### src/rtl/level_meter.sv
`timescale 1ns/1ps
// level_meter: per-channel log-scale LED bar graph with peak-hold dot,
// stepped peak decay and a held clip indicator. One update per lrck frame.
module level_meter #(
    parameter int unsigned     WIDTH        = 32,
    parameter int unsigned     NUM_LEDS     = 10,
    parameter int unsigned     HOLD_FRAMES  = 4800,
    parameter int unsigned     DECAY_FRAMES = 480,
    parameter logic [WIDTH-1:0] CLIP_LEVEL  = WIDTH'(32'h7F00_0000)
) (
    input  logic                clk,
    input  logic                reset,
    input  logic                enable,
    input  logic                lrck,
    input  logic [WIDTH-1:0]    data_in,
    output logic [NUM_LEDS-1:0] led_out,
    output logic [3:0]          peak_level,
    output logic                clip
);

    localparam int unsigned CTR_MAX  = (HOLD_FRAMES > DECAY_FRAMES) ? HOLD_FRAMES : DECAY_FRAMES;
    localparam int unsigned CTR_W    = (CTR_MAX > 1) ? $clog2(CTR_MAX) : 1;
    localparam int unsigned SEG_BASE = WIDTH - 1 - NUM_LEDS;

    localparam logic [CTR_W-1:0] HOLD_LOAD  = CTR_W'(HOLD_FRAMES - 1);
    localparam logic [CTR_W-1:0] DECAY_LOAD = CTR_W'(DECAY_FRAMES - 1);
    localparam logic [WIDTH-1:0] MAG_MAX    = {1'b0, {(WIDTH-1){1'b1}}};

    typedef enum logic [1:0] {
        ST_IDLE  = 2'd0,
        ST_HOLD  = 2'd1,
        ST_DECAY = 2'd2
    } state_e;

    state_e              state_q, state_d;
    logic                lrck_d_q;
    logic                strobe;
    logic                upd_q;
    logic [WIDTH-1:0]    mag_q, mag_d;
    logic [WIDTH-1:0]    neg_data;
    logic [NUM_LEDS-1:0] therm;
    logic [NUM_LEDS-1:0] led_q, led_d;
    logic [3:0]          bar;
    logic [3:0]          peak_q, peak_d;
    logic [CTR_W-1:0]    hold_ctr_q, hold_ctr_d;
    logic [CTR_W-1:0]    decay_ctr_q, decay_ctr_d;
    logic [CTR_W-1:0]    clip_ctr_q, clip_ctr_d;
    logic                clip_q, clip_d;
    logic                new_peak;
    logic                clip_hit;

    // One-cycle pulse on each lrck rising edge
    assign strobe = lrck & ~lrck_d_q;

    // Stage 1: saturated magnitude of the sample captured on the strobe
    always_comb begin
        neg_data = ~data_in + WIDTH'(1);
        mag_d    = mag_q;
        if (strobe) begin
            if (!data_in[WIDTH-1]) begin
                mag_d = data_in;
            end else if (neg_data[WIDTH-1]) begin
                mag_d = MAG_MAX;
            end else begin
                mag_d = neg_data;
            end
        end
    end

    // Quantise magnitude into 6 dB segments and count the lit ones
    always_comb begin
        bar = '0;
        for (int k = 0; k < NUM_LEDS; k++) begin
            therm[k] = (mag_q >= (WIDTH'(1) << (SEG_BASE + k)));
            bar      = bar + 4'(therm[k]);
        end
    end

    assign new_peak = (bar != 4'd0) && (bar >= peak_q);
    assign clip_hit = (mag_q >= CLIP_LEVEL);

    // Peak FSM state register
    always_ff @(posedge clk) begin
        if (reset) begin
            state_q <= ST_IDLE;
        end else begin
            state_q <= state_d;
        end
    end

    // Peak FSM next state; HOLD is left on the frame its counter runs out
    always_comb begin
        state_d = state_q;
        if (!enable) begin
            state_d = ST_IDLE;
        end else if (upd_q) begin
            if (new_peak) begin
                state_d = ST_HOLD;
            end else begin
                case (state_q)
                    ST_HOLD: begin
                        if (hold_ctr_q <= CTR_W'(1)) begin
                            state_d = ST_DECAY;
                        end
                    end
                    ST_DECAY: begin
                        if ((decay_ctr_q == '0) && (peak_q <= 4'd1)) begin
                            state_d = ST_IDLE;
                        end
                    end
                    default: state_d = ST_IDLE;
                endcase
            end
        end
    end

    // Peak level, counters, clip flag and LED image for the next frame
    always_comb begin
        peak_d      = peak_q;
        hold_ctr_d  = hold_ctr_q;
        decay_ctr_d = decay_ctr_q;
        clip_ctr_d  = clip_ctr_q;
        clip_d      = clip_q;
        led_d       = led_q;
        if (!enable) begin
            peak_d      = '0;
            hold_ctr_d  = '0;
            decay_ctr_d = '0;
            clip_ctr_d  = '0;
            clip_d      = 1'b0;
            led_d       = '0;
        end else if (upd_q) begin
            if (new_peak) begin
                peak_d      = bar;
                hold_ctr_d  = HOLD_LOAD;
                decay_ctr_d = '0;
            end else begin
                case (state_q)
                    ST_HOLD: begin
                        hold_ctr_d = (hold_ctr_q == '0) ? '0 : hold_ctr_q - CTR_W'(1);
                        if (hold_ctr_q <= CTR_W'(1)) begin
                            decay_ctr_d = DECAY_LOAD;
                        end
                    end
                    ST_DECAY: begin
                        if (decay_ctr_q == '0) begin
                            if (peak_q <= 4'd1) begin
                                peak_d      = '0;
                                decay_ctr_d = '0;
                            end else begin
                                peak_d      = peak_q - 4'd1;
                                decay_ctr_d = DECAY_LOAD;
                            end
                        end else begin
                            decay_ctr_d = decay_ctr_q - CTR_W'(1);
                        end
                    end
                    default: begin
                        peak_d      = '0;
                        hold_ctr_d  = '0;
                        decay_ctr_d = '0;
                    end
                endcase
            end

            // Clip retriggers a full hold; otherwise count down and expire at zero
            if (clip_hit) begin
                clip_d     = 1'b1;
                clip_ctr_d = HOLD_LOAD;
            end else if (clip_ctr_q == '0) begin
                clip_d = 1'b0;
            end else begin
                clip_ctr_d = clip_ctr_q - CTR_W'(1);
            end

            for (int k = 0; k < NUM_LEDS; k++) begin
                led_d[k] = therm[k] | (peak_d == 4'(k + 1));
            end
        end
    end

    // Datapath registers: frame strobe pipeline and meter state
    always_ff @(posedge clk) begin
        if (reset) begin
            lrck_d_q    <= 1'b0;
            upd_q       <= 1'b0;
            mag_q       <= '0;
            peak_q      <= '0;
            hold_ctr_q  <= '0;
            decay_ctr_q <= '0;
            clip_ctr_q  <= '0;
            clip_q      <= 1'b0;
            led_q       <= '0;
        end else begin
            lrck_d_q    <= lrck;
            upd_q       <= strobe;
            mag_q       <= mag_d;
            peak_q      <= peak_d;
            hold_ctr_q  <= hold_ctr_d;
            decay_ctr_q <= decay_ctr_d;
            clip_ctr_q  <= clip_ctr_d;
            clip_q      <= clip_d;
            led_q       <= led_d;
        end
    end

    assign led_out    = led_q;
    assign peak_level = peak_q;
    assign clip       = clip_q;

endmodule

### config.mk
export PLATFORM = sky130hd
export DESIGN_NAME = level_meter
export DESIGN_NICKNAME = d
export VERILOG_FILES = /design/src/rtl/level_meter.sv
export SDC_FILE = /design/constraint.sdc
export NUM_CORES = 1
export LEC_CHECK = 0
export CAP_MARGIN = 0
export CELL_PAD_IN_SITES_DETAIL_PLACEMENT = 0
export CELL_PAD_IN_SITES_GLOBAL_PLACEMENT = 1
export CORE_ASPECT_RATIO = 1.1
export CORE_MARGIN = 2
export CORE_UTILIZATION = 44
export DETAILED_ROUTE_END_ITERATION = 6
export GPL_ROUTABILITY_DRIVEN = 1
export PLACE_DENSITY_LB_ADDON = 0.1
export SYNTH_ARGS = -nofsm -noshare
export SYNTH_HDL_FRONTEND = slang
export SYNTH_SLANG_ARGS = --single-unit
### constraint.sdc
create_clock -name clk -period 16.84 [get_ports clk]
set_clock_uncertainty 0.05 [all_clocks]
set_input_delay 1.684 -clock clk [delete_from_list [all_inputs] [get_ports clk]]
set_output_delay 1.684 -clock clk [all_outputs]
set_load 0.01 [all_outputs]
==> flow_summary.html, run 1 <==
<table>
<tr><th>Metric</th><th>Value</th></tr>
<tr><th colspan="2">Outcome</th></tr>
<tr><td>Run status</td><td>finished clean</td></tr>
<tr><th colspan="2">Critical path</th></tr>
<tr><td>Crit. Startpoint</td><td>mag_q[28]</td></tr>
<tr><td>Critical path type</td><td>flip-flop to flip-flop</td></tr>
<tr><td>Worst endpoint required time</td><td>17.07 ns</td></tr>
<tr><td>Largest fanout on the critical path</td><td>18</td></tr>
<tr><td>Arrival time at the worst endpoint</td><td>approximately 7.9 ns</td></tr>
<tr><td>Worst flop-to-flop path startpoint</td><td>mag_q[28]</td></tr>
<tr><td>Element type at the critical path start</td><td>flip-flop</td></tr>
<tr><td>Critical path's slowest cell</td><td>a31oi_2</td></tr>
<tr><td>Crit-path most repeated cell</td><td>fa_1</td></tr>
<tr><td>List of cells traversed by the critical path</td><td>nor3_1 &gt; nand2b_1 &gt; nor3_1 &gt; nand2b_1 &gt; or3_1 &gt; or2_2 &gt; fa_1 &gt; inv_1 &gt; fa_1 &gt; fa_1 &gt; inv_1 &gt; ha_1 &gt; fa_1 &gt; ha_1 &gt; a2111o_1 &gt; a31oi_2 &gt; a21boi_0 &gt; a21oi_2 &gt; or4_1 &gt; a31oi_1</td></tr>
<tr><td>Slowest cell delay on critical path</td><td>between 0.7 and 0.8 ns</td></tr>
<tr><td>Endpoint kind of the worst setup timing path</td><td>flip-flop</td></tr>
<tr><th colspan="2">Yosys</th></tr>
<tr><td>Share of the synthesized area in the top cell type</td><td>between 30% and 40%</td></tr>
<tr><td>Leading area contributor after synthesis</td><td>dfxtp_1</td></tr>
<tr><td>Sequential fraction of the synthesis area</td><td>around a third</td></tr>
<tr><td>Post-synthesis net count</td><td>~600</td></tr>
<tr><td>Total of flip-flops plus latches after synthesis</td><td>68</td></tr>
<tr><td>Cell area after synthesis</td><td>4210 µm²</td></tr>
<tr><td>Count of distinct cell types in the synthesized netlist</td><td>slightly above 60</td></tr>
<tr><td>Most frequent cell after synthesis</td><td>dfxtp_1</td></tr>
<tr><td>Area contributors post-synth</td><td>dfxtp_1 (32%), o21ai_0 (5.6%), nor2_1 (5.3%), ha_1 (4.8%), a21oi_1 (4.5%)</td></tr>
<tr><td>Most instantiated cells after synthesis</td><td>dfxtp_1 (68), nor2_1 (60), o21ai_0 (47)</td></tr>
<tr><td>Warnings, synthesis</td><td>0</td></tr>
<tr><td>Most common flop cell mapped by yosys</td><td>dfxtp_1</td></tr>
<tr><td>Fraction of registers with async set or reset after synthesis</td><td>0%</td></tr>
<tr><td>Number of enable flip-flop cells after synthesis</td><td>0</td></tr>
<tr><td>Syn avg cell area</td><td>7.80 µm²</td></tr>
<tr><td>Cells after Synth</td><td>540</td></tr>
<tr><th colspan="2">Drt</th></tr>
<tr><td>1st-pass router iterations</td><td>5</td></tr>
<tr><td>Routed wire length on met2</td><td>4890 µm</td></tr>
<tr><td>Detailed-route wire length on metal 1</td><td>4570 µm</td></tr>
<tr><td>Routed length per instance</td><td>between 10 and 15 µm</td></tr>
<tr><td>Routed wire length</td><td>approximately 10,000 µm</td></tr>
<tr><td>Total number of vias</td><td>about 4k</td></tr>
<tr><td>ANT nets after route</td><td>0</td></tr>
<tr><td>Iteration-0 DRC count of the detailed router</td><td>roughly 160</td></tr>
<tr><td>Met3 WL</td><td>slightly above 300 µm</td></tr>
<tr><td>Via count normalized by instance count</td><td>between 5 and 6</td></tr>
<tr><td>DR DRC count</td><td>0</td></tr>
<tr><td>Highest metal layer with signal wires</td><td>met4</td></tr>
<tr><th colspan="2">Floorplan</th></tr>
<tr><td>Area of the die</td><td>10,400 µm²</td></tr>
<tr><td>Top-Level Pins</td><td>just over 50</td></tr>
<tr><td>Placeable core region</td><td>9350 µm²</td></tr>
<tr><td>Number of core rows</td><td>37</td></tr>
<tr><td>Die width</td><td>roughly 100 µm</td></tr>
<tr><td>Starting density of the core</td><td>between 40% and 50%</td></tr>
<tr><td>Overall die height</td><td>between 100 and 150 µm</td></tr>
<tr><th colspan="2">Cells and area</th></tr>
<tr><td>Diodes inserted</td><td>0</td></tr>
<tr><td>Final standard cell area without fillers</td><td>between 4000 and 5000 µm²</td></tr>
<tr><td>Layout area overhead</td><td>17.4%</td></tr>
<tr><td>Storage element area</td><td>between 1000 and 1500 µm²</td></tr>
<tr><td>Filler cells</td><td>between 900 and 1k</td></tr>
<tr><td>Fraction of final layout cells with drive strength greater than 1</td><td>between 7 and 8%</td></tr>
<tr><td>Multi-input logic area</td><td>about 2600 µm²</td></tr>
<tr><td>Nets</td><td>~630</td></tr>
<tr><th colspan="2">Timing</th></tr>
<tr><td>Final setup margin</td><td>about 9 ns</td></tr>
<tr><td>Max-slew violation count</td><td>0</td></tr>
<tr><td>Measured slew at the worst slew-check pin</td><td>between 0.8 and 0.9 ns</td></tr>
<tr><td>Crit share post-route</td><td>45.4%</td></tr>
<tr><td>Final hold violation count</td><td>0</td></tr>
<tr><td>Max Freq</td><td>131 MHz</td></tr>
<tr><td>RSZ-0062 raised after global routing</td><td>no</td></tr>
<tr><td>Max-slew headroom</td><td>between 40% and 50%</td></tr>
<tr><td>Minimum clock period</td><td>around 7.6 ns</td></tr>
<tr><td>Final-layout setup total negative slack</td><td>0 ns</td></tr>
<tr><td>Setup violations, final</td><td>0</td></tr>
<tr><th colspan="2">Clock tree</th></tr>
<tr><td>Clk Tree Root Cell</td><td>clkbuf_8</td></tr>
<tr><td>TritonCTS clock tree</td><td>done</td></tr>
<tr><td>Number of hold buffers added after CTS</td><td>0</td></tr>
<tr><td>CTS H-tree depth</td><td>3</td></tr>
<tr><td>Setup Fix Bufs, Post-CTS</td><td>0</td></tr>
<tr><td>Inserted Clock Buffers</td><td>9</td></tr>
<tr><td>CTS Buffer Depth</td><td>2</td></tr>
<tr><td>Clock transition at path regs</td><td>approximately 0.08 ns</td></tr>
<tr><td>Resized cells post-CTS</td><td>0</td></tr>
<tr><td>Clock insertion delay at the later pin of the skew report</td><td>0.35 ns</td></tr>
<tr><td>Num Clock Sinks</td><td>just under 70</td></tr>
<tr><th colspan="2">Power and ir drop</th></tr>
<tr><td>Post-route total power</td><td>roughly 0.7 mW</td></tr>
<tr><td>Power density over the cells</td><td>139 nW/µm²</td></tr>
<tr><td>Peak supply drop</td><td>0.000104 V</td></tr>
<tr><td>Cell leakage power</td><td>approximately 1.7 nW</td></tr>
<tr><th colspan="2">Place</th></tr>
<tr><td>Final HPWL DP</td><td>between 7000 and 8000 µm</td></tr>
<tr><td>PortBufs</td><td>50</td></tr>
<tr><td>Final weighted congestion in routability-driven placement</td><td>between 0.8 and 0.9</td></tr>
<tr><td>Placed inst area</td><td>about 4700 µm²</td></tr>
<tr><td>Post-placement worst setup slack</td><td>between 9 and 10 ns</td></tr>
<tr><th colspan="2">Global route</th></tr>
<tr><td>Global route overflow</td><td>0</td></tr>
<tr><td>Initial antenna violation count</td><td>0</td></tr>
<tr><td>Overall Global Routing Usage</td><td>20.0%</td></tr>
<tr><td>Pin count of the biggest net entering global routing</td><td>44</td></tr>
<tr><td>Vias in the first global route</td><td>approximately 3.7k</td></tr>
<tr><td>First-pass GRT wire length</td><td>17,200 µm</td></tr>
<tr><th colspan="2">Min path</th></tr>
<tr><td>Min-Delay Startpoint</td><td>decay_ctr_q[1]</td></tr>
<tr><td>Min-delay worst type</td><td>flip-flop to flip-flop</td></tr>
<tr><th colspan="2">Job</th></tr>
<tr><td>Max_cap viols</td><td>0</td></tr>
</table>
==> area by class of cell <==
| type | instances | area share, % |
|---|---|---|
| clock inverter | 7 | 1.67 |
| multi-input combinational | 411 | 52.7 |
| clock buffer | 9 | 2.50 |
| tap | 117 | 2.96 |
| inverter | 24 | 1.82 |
| sequential | 68 | 27.5 |
| timing repair buffer | 55 | 10.9 |
==> metrics by stage <==
step	std cells	hold WS (ns)	utilization, %
after floorplan	540	0.394	-
after global placement	675	0.410	50.7
after detailed placement	675	0.415	50.7
after CTS	691	0.426	52.9
after global routing	691	0.456	52.9
final	691	0.424	52.9
==> cell usage in the layout, fill, tap and decap left out, types with 5 or more instances in the layout <==
cell,Yosys,layout
clkdlybuf4s50_1,0,50
nor3_1,15,15
buf_4,1,5
nand3_1,6,6
nor2b_1,7,7
ha_1,16,16
xor2_1,17,17
nand2b_1,9,9
dfxtp_1,68,68
fa_1,6,6
or2_2,10,10
a22oi_1,5,5
o21ai_0,47,47
a211oi_1,14,14
inv_1,24,24
a21oi_1,38,38
nand2_1,40,40
nor2_1,60,60
or3_1,10,10
clkbuf_8,0,9
nor4_1,15,15
o211ai_1,11,11
xnor2_1,9,9
a31oi_1,7,7
or4_1,10,10
==> registers in the layout (all words and copies together) (netlist names) <==
signal and cells:
led_out 10, lrck_d_q 1, decay_ctr_q 13, upd_q 1, mag_q 10, clip 1
state_q 2, clip_ctr_q 13, hold_ctr_q 13, peak_level 4
==> routing by layer <==
| metal | GRT usage [%] | vias to the layer above |
|---|---|---|
| met5 | 0 | - |
| met4 | 8.93 | 0 |
| met3 | 3.00 | 20 |
| met2 | 34.7 | 72 |
| met1 | 24.9 | 1799 |
| li1 | - | 2001 |
==> final timing paths <==
check,to,slack (ns),cells past startpoint
setup reg to reg,led_out[4],9.19,20
setup / recovery,led_out[4],9.19,20
hold reg to reg,decay_ctr_q[1],0.42,2
hold / removal,decay_ctr_q[1],0.42,2
==> worst max-delay path: cells and delay by family, from the launching register on <==
kind	cells	cell delay, ns
AND/OR/NAND/NOR	7	2.46
buffers and inverters	2	0.10
adder cells (fa/ha/maj)	6	2.76
AO/OA/AOI/OAI	5	1.88
flip-flops	1	0.33
==> cell families after synthesis <==
family | Yosys count | synth area share (%)
buffers and inverters | 61 | 5.88
AOI/OAI and AO/OA | 157 | 23.4
xor gates and xnor gates | 26 | 5.40
adders and majority gates | 22 | 7.60
and+or+nand+nor | 205 | 25.1
DFF | 68 | 32.3
muxes | 1 | 0.267
==> where the power goes <==
group	internal [mW]	total, mW	switching (mW)
registers	0.169	0.177	0.00793
clock network	0.0709	0.144	0.0726
logic	0.131	0.366	0.234
total	0.371	0.686	0.315
Note: power is estimated with default switching activity, not from simulation.
==> inputs of run 2 (changes only) <==
CORE_UTILIZATION = 37   (was 44)
clock period = 7 ns   (was 16.84 ns; I/O delays follow)
==> run 2 against run 1 <==
Maximum frequency grew 18%. Die area is 18% higher. Core utilization shrank 6.6 points. Sequential share of layout area fell by 0.83 points. Critical endpoint unchanged. Final cell count rose by 4.8%. Non-clock buffer count up 3. Setup slack got worse by 8.7 ns. Cell area grew 3.1%. Power rose to 2.6 times the previous value. Clock-buffer cell count unchanged.
==> flow_summary.html, run 2 (synthesis gave the netlist of run 1 again) <==
<table>
<tr><th>Metric</th><th>Value</th></tr>
<tr><th colspan="2">Floorplan</th></tr>
<tr><td>Placeable core region</td><td>11,000 µm² (+18%)</td></tr>
<tr><td>Area of the die</td><td>12,300 µm² (+18%)</td></tr>
<tr><td>Number of core rows</td><td>40 (+8.1%)</td></tr>
<tr><td>Overall die height</td><td>116 µm (+8.7%)</td></tr>
<tr><td>Starting density of the core</td><td>38.3% (-6.8 points)</td></tr>
<tr><td>Die width</td><td>106 µm (+8.7%)</td></tr>
<tr><td>Top-Level Pins</td><td>51 (unchanged)</td></tr>
<tr><th colspan="2">Critical path</th></tr>
<tr><td>Worst path bufs/invs</td><td>3 (+1)</td></tr>
<tr><td>Critical path's slowest cell</td><td>fa_1</td></tr>
<tr><td>Largest fanout on the critical path</td><td>8 (-10)</td></tr>
<tr><td>Crit. Startpoint</td><td>mag_q[28]</td></tr>
<tr><td>Arrival time at the worst endpoint</td><td>6.70 ns (-1.18 ns)</td></tr>
<tr><td>Slowest cell delay on critical path</td><td>0.65 ns (-0.10 ns)</td></tr>
<tr><td>Critical path type</td><td>flip-flop to flip-flop</td></tr>
<tr><td>Worst endpoint required time</td><td>7.22 ns (-9.85 ns)</td></tr>
<tr><td>Element type at the critical path start</td><td>flip-flop</td></tr>
<tr><td>Endpoint kind of the worst setup timing path</td><td>flip-flop</td></tr>
<tr><td>Reg-to-reg slack, setup</td><td>0.51 ns (-8.68 ns)</td></tr>
<tr><td>Crit-path most repeated cell</td><td>fa_1</td></tr>
<tr><td>Worst flop-to-flop path startpoint</td><td>mag_q[28]</td></tr>
<tr><td>List of cells traversed by the critical path</td><td>nor3_1 &gt; nand2b_1 &gt; nor3_1 &gt; buf_4 &gt; nand2b_1 &gt; or3_1 &gt; or2_2 &gt; fa_1 &gt; inv_1 &gt; fa_1 &gt; fa_1 &gt; inv_1 &gt; ha_1 &gt; fa_1 &gt; ha_1 &gt; a2111o_1 &gt; a31oi_2 &gt; a21boi_1 &gt; a21oi_2 &gt; or4_1 &gt; a31oi_1</td></tr>
<tr><td>Dominant delay contributor by cell family on the critical path</td><td>adder cells</td></tr>
<tr><th colspan="2">Global route</th></tr>
<tr><td>Initial antenna violation count</td><td>0 (unchanged)</td></tr>
<tr><td>Pin count of the biggest net entering global routing</td><td>36 (-18%)</td></tr>
<tr><td>Overall Global Routing Usage</td><td>18.1% (-1.9 points)</td></tr>
<tr><td>Vias in the first global route</td><td>3,840 (+4.2%)</td></tr>
<tr><td>First-pass GRT wire length</td><td>18,000 µm (+4.7%)</td></tr>
<tr><td>Global route overflow</td><td>0 (unchanged)</td></tr>
<tr><th colspan="2">Drt</th></tr>
<tr><td>DR DRC count</td><td>0 (unchanged)</td></tr>
<tr><td>Iteration-0 DRC count of the detailed router</td><td>192 (+21%)</td></tr>
<tr><td>Routed wire length</td><td>10,400 µm (+3.7%)</td></tr>
<tr><td>Total number of vias</td><td>3,892 (unchanged)</td></tr>
<tr><td>ANT nets after route</td><td>0 (unchanged)</td></tr>
<tr><td>Routed length per instance</td><td>14.4 µm (-1.0%)</td></tr>
<tr><td>1st-pass router iterations</td><td>4 (-1)</td></tr>
<tr><td>Via count normalized by instance count</td><td>5.38 (-4.6%)</td></tr>
<tr><th colspan="2">Cells and area</th></tr>
<tr><td>Diodes inserted</td><td>0 (unchanged)</td></tr>
<tr><td>Most frequent standard cell in the layout excluding fill and tap cells</td><td>dfxtp_1</td></tr>
<tr><td>Most frequent cells in the layout</td><td>dfxtp_1 (68), nor2_1 (60), clkdlybuf4s50_1 (50)</td></tr>
<tr><td>Nets</td><td>630 (+0.48%)</td></tr>
<tr><td>Fraction of final layout cells with drive strength greater than 1</td><td>8.15% (+0.48 points)</td></tr>
<tr><td>Registers with the highest flip-flop counts</td><td>clip_ctr_q (13), decay_ctr_q (13), hold_ctr_q (13)</td></tr>
<tr><td>Layout area overhead</td><td>21.1%</td></tr>
<tr><th colspan="2">Place</th></tr>
<tr><td>Post-placement worst setup slack</td><td>0.446 ns (-8.76 ns)</td></tr>
<tr><td>Final HPWL DP</td><td>7640 µm (+5.3%)</td></tr>
<tr><td>PortBufs</td><td>50 (unchanged)</td></tr>
<tr><td>Final weighted congestion in routability-driven placement</td><td>0.802 (-3.5%)</td></tr>
<tr><th colspan="2">Timing</th></tr>
<tr><td>Measured slew at the worst slew-check pin</td><td>0.608 ns (-0.271 ns)</td></tr>
<tr><td>Minimum clock period</td><td>6.49 ns (-1.16 ns)</td></tr>
<tr><td>Max-slew headroom</td><td>59.5% (+18 points)</td></tr>
<tr><td>Crit share post-route</td><td>92.7% (+47 points)</td></tr>
<tr><td>Setup violations, final</td><td>0 (unchanged)</td></tr>
<tr><td>Final-layout setup total negative slack</td><td>0 ns (unchanged)</td></tr>
<tr><td>Final hold violation count</td><td>0 (unchanged)</td></tr>
<tr><td>Max-slew violation count</td><td>0 (unchanged)</td></tr>
<tr><td>Final setup margin</td><td>0.511 ns (-8.68 ns)</td></tr>
<tr><td>Max Freq</td><td>154 MHz (+18%)</td></tr>
<tr><td>RSZ-0062 raised after global routing</td><td>no</td></tr>
<tr><th colspan="2">Clock tree</th></tr>
<tr><td>Clock insertion delay at the later pin of the skew report</td><td>0.34 ns (about the same)</td></tr>
<tr><td>Setup Fix Bufs, Post-CTS</td><td>0 (unchanged)</td></tr>
<tr><td>Clock transition at path regs</td><td>0.06 ns (-0.02 ns)</td></tr>
<tr><td>Clk Tree Root Cell</td><td>clkbuf_16</td></tr>
<tr><td>Num Clock Sinks</td><td>68 (unchanged)</td></tr>
<tr><td>Number of hold buffers added after CTS</td><td>0 (unchanged)</td></tr>
<tr><td>Resized cells post-CTS</td><td>0 (unchanged)</td></tr>
<tr><td>CTS H-tree depth</td><td>3 (unchanged)</td></tr>
<tr><td>TritonCTS clock tree</td><td>done</td></tr>
<tr><td>Inserted Clock Buffers</td><td>9 (unchanged)</td></tr>
<tr><td>CTS Buffer Depth</td><td>2 (unchanged)</td></tr>
<tr><th colspan="2">Power and ir drop</th></tr>
<tr><td>Cell leakage power</td><td>1.76 nW (+3.2%)</td></tr>
<tr><td>Power density over the cells</td><td>345 nW/µm² (+150%)</td></tr>
<tr><td>Peak supply drop</td><td>0.000155 V (+48%)</td></tr>
<tr><th colspan="2">Outcome</th></tr>
<tr><td>Run status</td><td>finished clean</td></tr>
<tr><th colspan="2">Job</th></tr>
<tr><td>Max_cap viols</td><td>0 (unchanged)</td></tr>
<tr><th colspan="2">Min path</th></tr>
<tr><td>Min-Delay Startpoint</td><td>decay_ctr_q[1]</td></tr>
<tr><td>Min-delay worst type</td><td>flip-flop to flip-flop</td></tr>
</table>
-- run 2: metal layers --
metal  up-vias  GRT usage, %  routed length [µm]
met4         0          7.28                 169
met1      1803          21.9                4820
met2        71          31.9                5040
met3        12          3.60                 366
met5         -             0                   0
li1       2006             -                   -
-- run 2: report_power, final --
| part | switching, mW | internal (mW) |
|---|---|---|
| logic | 0.556 | 0.318 |
| registers | 0.0183 | 0.408 |
| clock network | 0.181 | 0.277 |
-- run 2: worst register-to-register path, delay by kind of cell (launching register included) --
kind                     cells  cell delay [ns]
adder cells (fa/ha/maj)      6             2.74
AO/OA/AOI/OAI                5             1.17
flip-flops                   1             0.33
buffers and inverters        3             0.24
AND/OR/NAND/NOR              7             1.88
-- run 2: path summary, 6_finish.rpt --
path	endpoint	cells past startpoint
worst max-delay path	led_out[4]	21
worst min register to register	decay_ctr_q[1]	2
worst max register to register	led_out[4]	21
worst min-delay path	decay_ctr_q[1]	2
-- run 2: cell type report --
class                      instances  area (µm²)
inverter                          24        90.1
clock buffer                       9         225
timing repair buffer              58         561
fill                            1153        5910
sequential                        68        1360
clock inverter                     7        75.1
tap                              147         184
multi-input combinational        411        2610
-- run 2: stage by stage --
stage | area (µm²) | util [%] | power, mW | instances | hold slack, ns
finish | 5100 | 46.3 | 1.76 | 724 | 0.419
global placement | 4800 | 43.6 | 1.30 | 708 | 0.413
global route | 5100 | 46.3 | 1.90 | 724 | 0.440
detailed placement | 4800 | 43.6 | 1.31 | 708 | 0.414
floorplan | 4210 | - | 1.10 | 540 | 0.394
CTS | 5100 | 46.3 | 1.77 | 724 | 0.425
==> inputs of run 3 (changes only) <==
CORE_UTILIZATION = 41   (was 37)
clock period = 7.28 ns   (was 7 ns; I/O delays follow)
==> run 3 against run 2 <==
Sequential share of layout area is 0.64 points higher. Setup slack lost 0.073 ns. Clock power decreased by 22%. Wire length is 0.48% higher. Worst hold slack better by 0.0041 ns. Global-route usage is 2.0 points higher. Critical endpoint unchanged.
==> flow_summary.html, run 3 (synthesis gave the netlist of run 1 again) <==
<table>
<tr><th>Metric</th><th>Value</th></tr>
<tr><th colspan="2">Critical path</th></tr>
<tr><td>Arrival time at the worst endpoint</td><td>7.08 ns (+0.38 ns)</td></tr>
<tr><td>Worst flop-to-flop path startpoint</td><td>mag_q[30]</td></tr>
<tr><td>Largest fanout on the critical path</td><td>8 (unchanged)</td></tr>
<tr><td>Endpoint kind of the worst setup timing path</td><td>flip-flop</td></tr>
<tr><td>Critical path type</td><td>flip-flop to flip-flop</td></tr>
<tr><td>Crit. Startpoint</td><td>mag_q[30]</td></tr>
<tr><td>Element type at the critical path start</td><td>flip-flop</td></tr>
<tr><td>Reg-to-reg slack, setup</td><td>0.44 ns (-0.07 ns)</td></tr>
<tr><td>Worst endpoint required time</td><td>7.52 ns (+0.30 ns)</td></tr>
<tr><th colspan="2">Place</th></tr>
<tr><td>Final weighted congestion in routability-driven placement</td><td>0.820 (+2.3%)</td></tr>
<tr><td>PortBufs</td><td>50 (unchanged)</td></tr>
<tr><td>Post-placement worst setup slack</td><td>0.292 ns (-0.153 ns)</td></tr>
<tr><td>Final HPWL DP</td><td>7580 µm (-0.83%)</td></tr>
<tr><th colspan="2">Power and ir drop</th></tr>
<tr><td>Part of the power in combinational logic</td><td>52.6% (+2.9 points)</td></tr>
<tr><td>Cell Int Power</td><td>0.901 mW (-10%)</td></tr>
<tr><td>Peak supply drop</td><td>0.000196 V (+27%)</td></tr>
<tr><td>Power density over the cells</td><td>325 nW/µm² (-5.8%)</td></tr>
<tr><td>Sequential cell fraction of total power</td><td>25.3% (+1.1 points)</td></tr>
<tr><td>Cell leakage power</td><td>1.73 nW (-1.9%)</td></tr>
<tr><td>Proportion of power drawn by the clock network</td><td>22.1% (-3.9 points)</td></tr>
<tr><td>Switching portion of total power</td><td>44.3% (+1.3 points)</td></tr>
<tr><td>Reported net switching power</td><td>0.716 mW (-5.2%)</td></tr>
<tr><th colspan="2">Timing</th></tr>
<tr><td>Max-slew violation count</td><td>0 (unchanged)</td></tr>
<tr><td>Measured slew at the worst slew-check pin</td><td>0.597 ns (-0.0108 ns)</td></tr>
<tr><td>Final hold violation count</td><td>0 (unchanged)</td></tr>
<tr><td>Crit share post-route</td><td>94.0% (+1.3 points)</td></tr>
<tr><td>Final setup margin</td><td>0.438 ns (-0.0725 ns)</td></tr>
<tr><td>Max Freq</td><td>146 MHz (-5.2%)</td></tr>
<tr><td>RSZ-0062 raised after global routing</td><td>no</td></tr>
<tr><td>Setup violations, final</td><td>0 (unchanged)</td></tr>
<tr><td>Minimum clock period</td><td>6.84 ns (+0.353 ns)</td></tr>
<tr><td>Max-slew headroom</td><td>60.2% (+0.72 points)</td></tr>
<tr><td>Final-layout setup total negative slack</td><td>0 ns (unchanged)</td></tr>
<tr><th colspan="2">Clock tree</th></tr>
<tr><td>Number of hold buffers added after CTS</td><td>0 (unchanged)</td></tr>
<tr><td>CTS H-tree depth</td><td>3 (unchanged)</td></tr>
<tr><td>Clk Tree Root Cell</td><td>clkbuf_8</td></tr>
<tr><td>Clock insertion delay at the later pin of the skew report</td><td>0.36 ns (+0.02 ns)</td></tr>
<tr><td>Num Clock Sinks</td><td>68 (unchanged)</td></tr>
<tr><td>Setup Fix Bufs, Post-CTS</td><td>0 (unchanged)</td></tr>
<tr><td>Clock transition at path regs</td><td>0.08 ns (+0.02 ns)</td></tr>
<tr><td>Inserted Clock Buffers</td><td>9 (unchanged)</td></tr>
<tr><td>CTS Buffer Depth</td><td>2 (unchanged)</td></tr>
<tr><td>TritonCTS clock tree</td><td>done</td></tr>
<tr><th colspan="2">Cells and area</th></tr>
<tr><td>Layout area overhead</td><td>18.2%</td></tr>
<tr><td>Registers with the highest flip-flop counts</td><td>clip_ctr_q (13), decay_ctr_q (13), hold_ctr_q (13)</td></tr>
<tr><td>Diodes inserted</td><td>0 (unchanged)</td></tr>
<tr><td>Most frequent cells in the layout</td><td>dfxtp_1 (68), nor2_1 (60), clkdlybuf4s50_1 (50)</td></tr>
<tr><td>Fraction of final layout cells with drive strength greater than 1</td><td>8.00% (-0.15 points)</td></tr>
<tr><td>Nets</td><td>628 (-0.32%)</td></tr>
<tr><td>Multi-input logic area</td><td>2610 µm² (+0.19%)</td></tr>
<tr><td>Storage element area</td><td>1360 µm² (unchanged)</td></tr>
<tr><td>Most frequent standard cell in the layout excluding fill and tap cells</td><td>dfxtp_1</td></tr>
<tr><td>Filler cells</td><td>985 (-15%)</td></tr>
<tr><th colspan="2">Drt</th></tr>
<tr><td>1st-pass router iterations</td><td>4 (unchanged)</td></tr>
<tr><td>Total number of vias</td><td>3,900 (+0.21%)</td></tr>
<tr><td>Iteration-0 DRC count of the detailed router</td><td>143 (-26%)</td></tr>
<tr><td>Routed wire length</td><td>10,400 µm (+0.48%)</td></tr>
<tr><td>ANT nets after route</td><td>0 (unchanged)</td></tr>
<tr><td>Routed length per instance</td><td>15.0 µm (+4.7%)</td></tr>
<tr><td>DR DRC count</td><td>0 (unchanged)</td></tr>
<tr><td>Via count normalized by instance count</td><td>5.61 (+4.4%)</td></tr>
<tr><th colspan="2">Floorplan</th></tr>
<tr><td>Placeable core region</td><td>9940 µm² (-9.8%)</td></tr>
<tr><td>Overall die height</td><td>110 µm (-4.8%)</td></tr>
<tr><td>Area of the die</td><td>11,100 µm² (-9.4%)</td></tr>
<tr><td>Top-Level Pins</td><td>51 (unchanged)</td></tr>
<tr><td>Die width</td><td>101 µm (-4.8%)</td></tr>
<tr><td>Number of core rows</td><td>38 (-5.0%)</td></tr>
<tr><td>Starting density of the core</td><td>42.4% (+4.1 points)</td></tr>
<tr><th colspan="2">Global route</th></tr>
<tr><td>First-pass GRT wire length</td><td>17,700 µm (-1.5%)</td></tr>
<tr><td>Vias in the first global route</td><td>3,766 (-1.9%)</td></tr>
<tr><td>Initial antenna violation count</td><td>0 (unchanged)</td></tr>
<tr><td>Global route overflow</td><td>0 (unchanged)</td></tr>
<tr><td>Pin count of the biggest net entering global routing</td><td>37 (+2.8%)</td></tr>
<tr><td>Overall Global Routing Usage</td><td>20.2% (+2.0 points)</td></tr>
<tr><th colspan="2">Job</th></tr>
<tr><td>Max_cap viols</td><td>0 (unchanged)</td></tr>
<tr><th colspan="2">Min path</th></tr>
<tr><td>Min-Delay Startpoint</td><td>decay_ctr_q[1]</td></tr>
<tr><td>Min-delay worst type</td><td>flip-flop to flip-flop</td></tr>
<tr><th colspan="2">Outcome</th></tr>
<tr><td>Run status</td><td>finished clean</td></tr>
</table>
run 3: repair_timing:
action,in CTS,in global routing
hold endpoints to repair,0,0
endpoints found under the setup margin,0,1
resized for setup,0,1
run 3: power by group through the flow:
stage | registers [mW] | clock network (mW) | logic (mW)
final | 0.409 | 0.357 | 0.851
after global routing | 0.412 | 0.382 | 0.953
after CTS | 0.409 | 0.368 | 0.843
after detailed placement | 0.418 | 0 | 0.836
after global placement | 0.417 | 0 | 0.821
after floorplan | 0.415 | 0 | 0.644
run 3: layout make-up:
type	instances	area share, %
Clock buffer	10	2.76
Inverter	24	1.81
Timing Repair Buffer	56	11.0
Sequential cell	68	27.3
Clock inverter	6	1.73
Tap cell	120	3.01
Multi-Input combinational cell	411	52.4
run 3: path summary, 6_finish.rpt:
check              endpoint  cells after the start
max              led_out[4]                     20
min          decay_ctr_q[1]                      2
max reg2reg      led_out[4]                     20
min reg2reg  decay_ctr_q[1]                      2
run 3: per-layer routing:
metal	vias to the layer above	track usage, %	routed length [µm]
met5	-	0	0
met4	0	9.78	245
met3	16	2.90	327
met2	77	34.0	5020
met1	1810	25.2	4850
li1	1997	-	-
run 3: critical path: stages, from the launching register on:
cell	delay, ns
dfxtp_1	0.32
nor3_1	0.39
nand2b_1	0.18
nor3_2	0.25
nand2b_1	0.17
or3_1	0.39
or2_2	0.33
fa_1	0.54
inv_1	0.06
fa_1	0.50
fa_1	0.54
inv_1	0.04
ha_1	0.21
fa_1	0.68
ha_1	0.31
a2111o_1	0.44
a31oi_2	0.21
a21boi_0	0.31
a21oi_2	0.13
or4_1	0.56
a31oi_1	0.17
run 3: metrics by stage:
step / utilization [%] / hold slack (ns) / area, µm² / std cells / power (mW)
global placement: 47.8 / 0.409 / 4750 / 679 / 1.24
floorplan: - / 0.394 / 4210 / 540 / 1.06
detailed placement: 47.8 / 0.411 / 4750 / 679 / 1.25
global route: 50.1 / 0.466 / 4980 / 695 / 1.75
CTS: 50.1 / 0.423 / 4980 / 695 / 1.62
finish: 50.1 / 0.423 / 4980 / 695 / 1.62
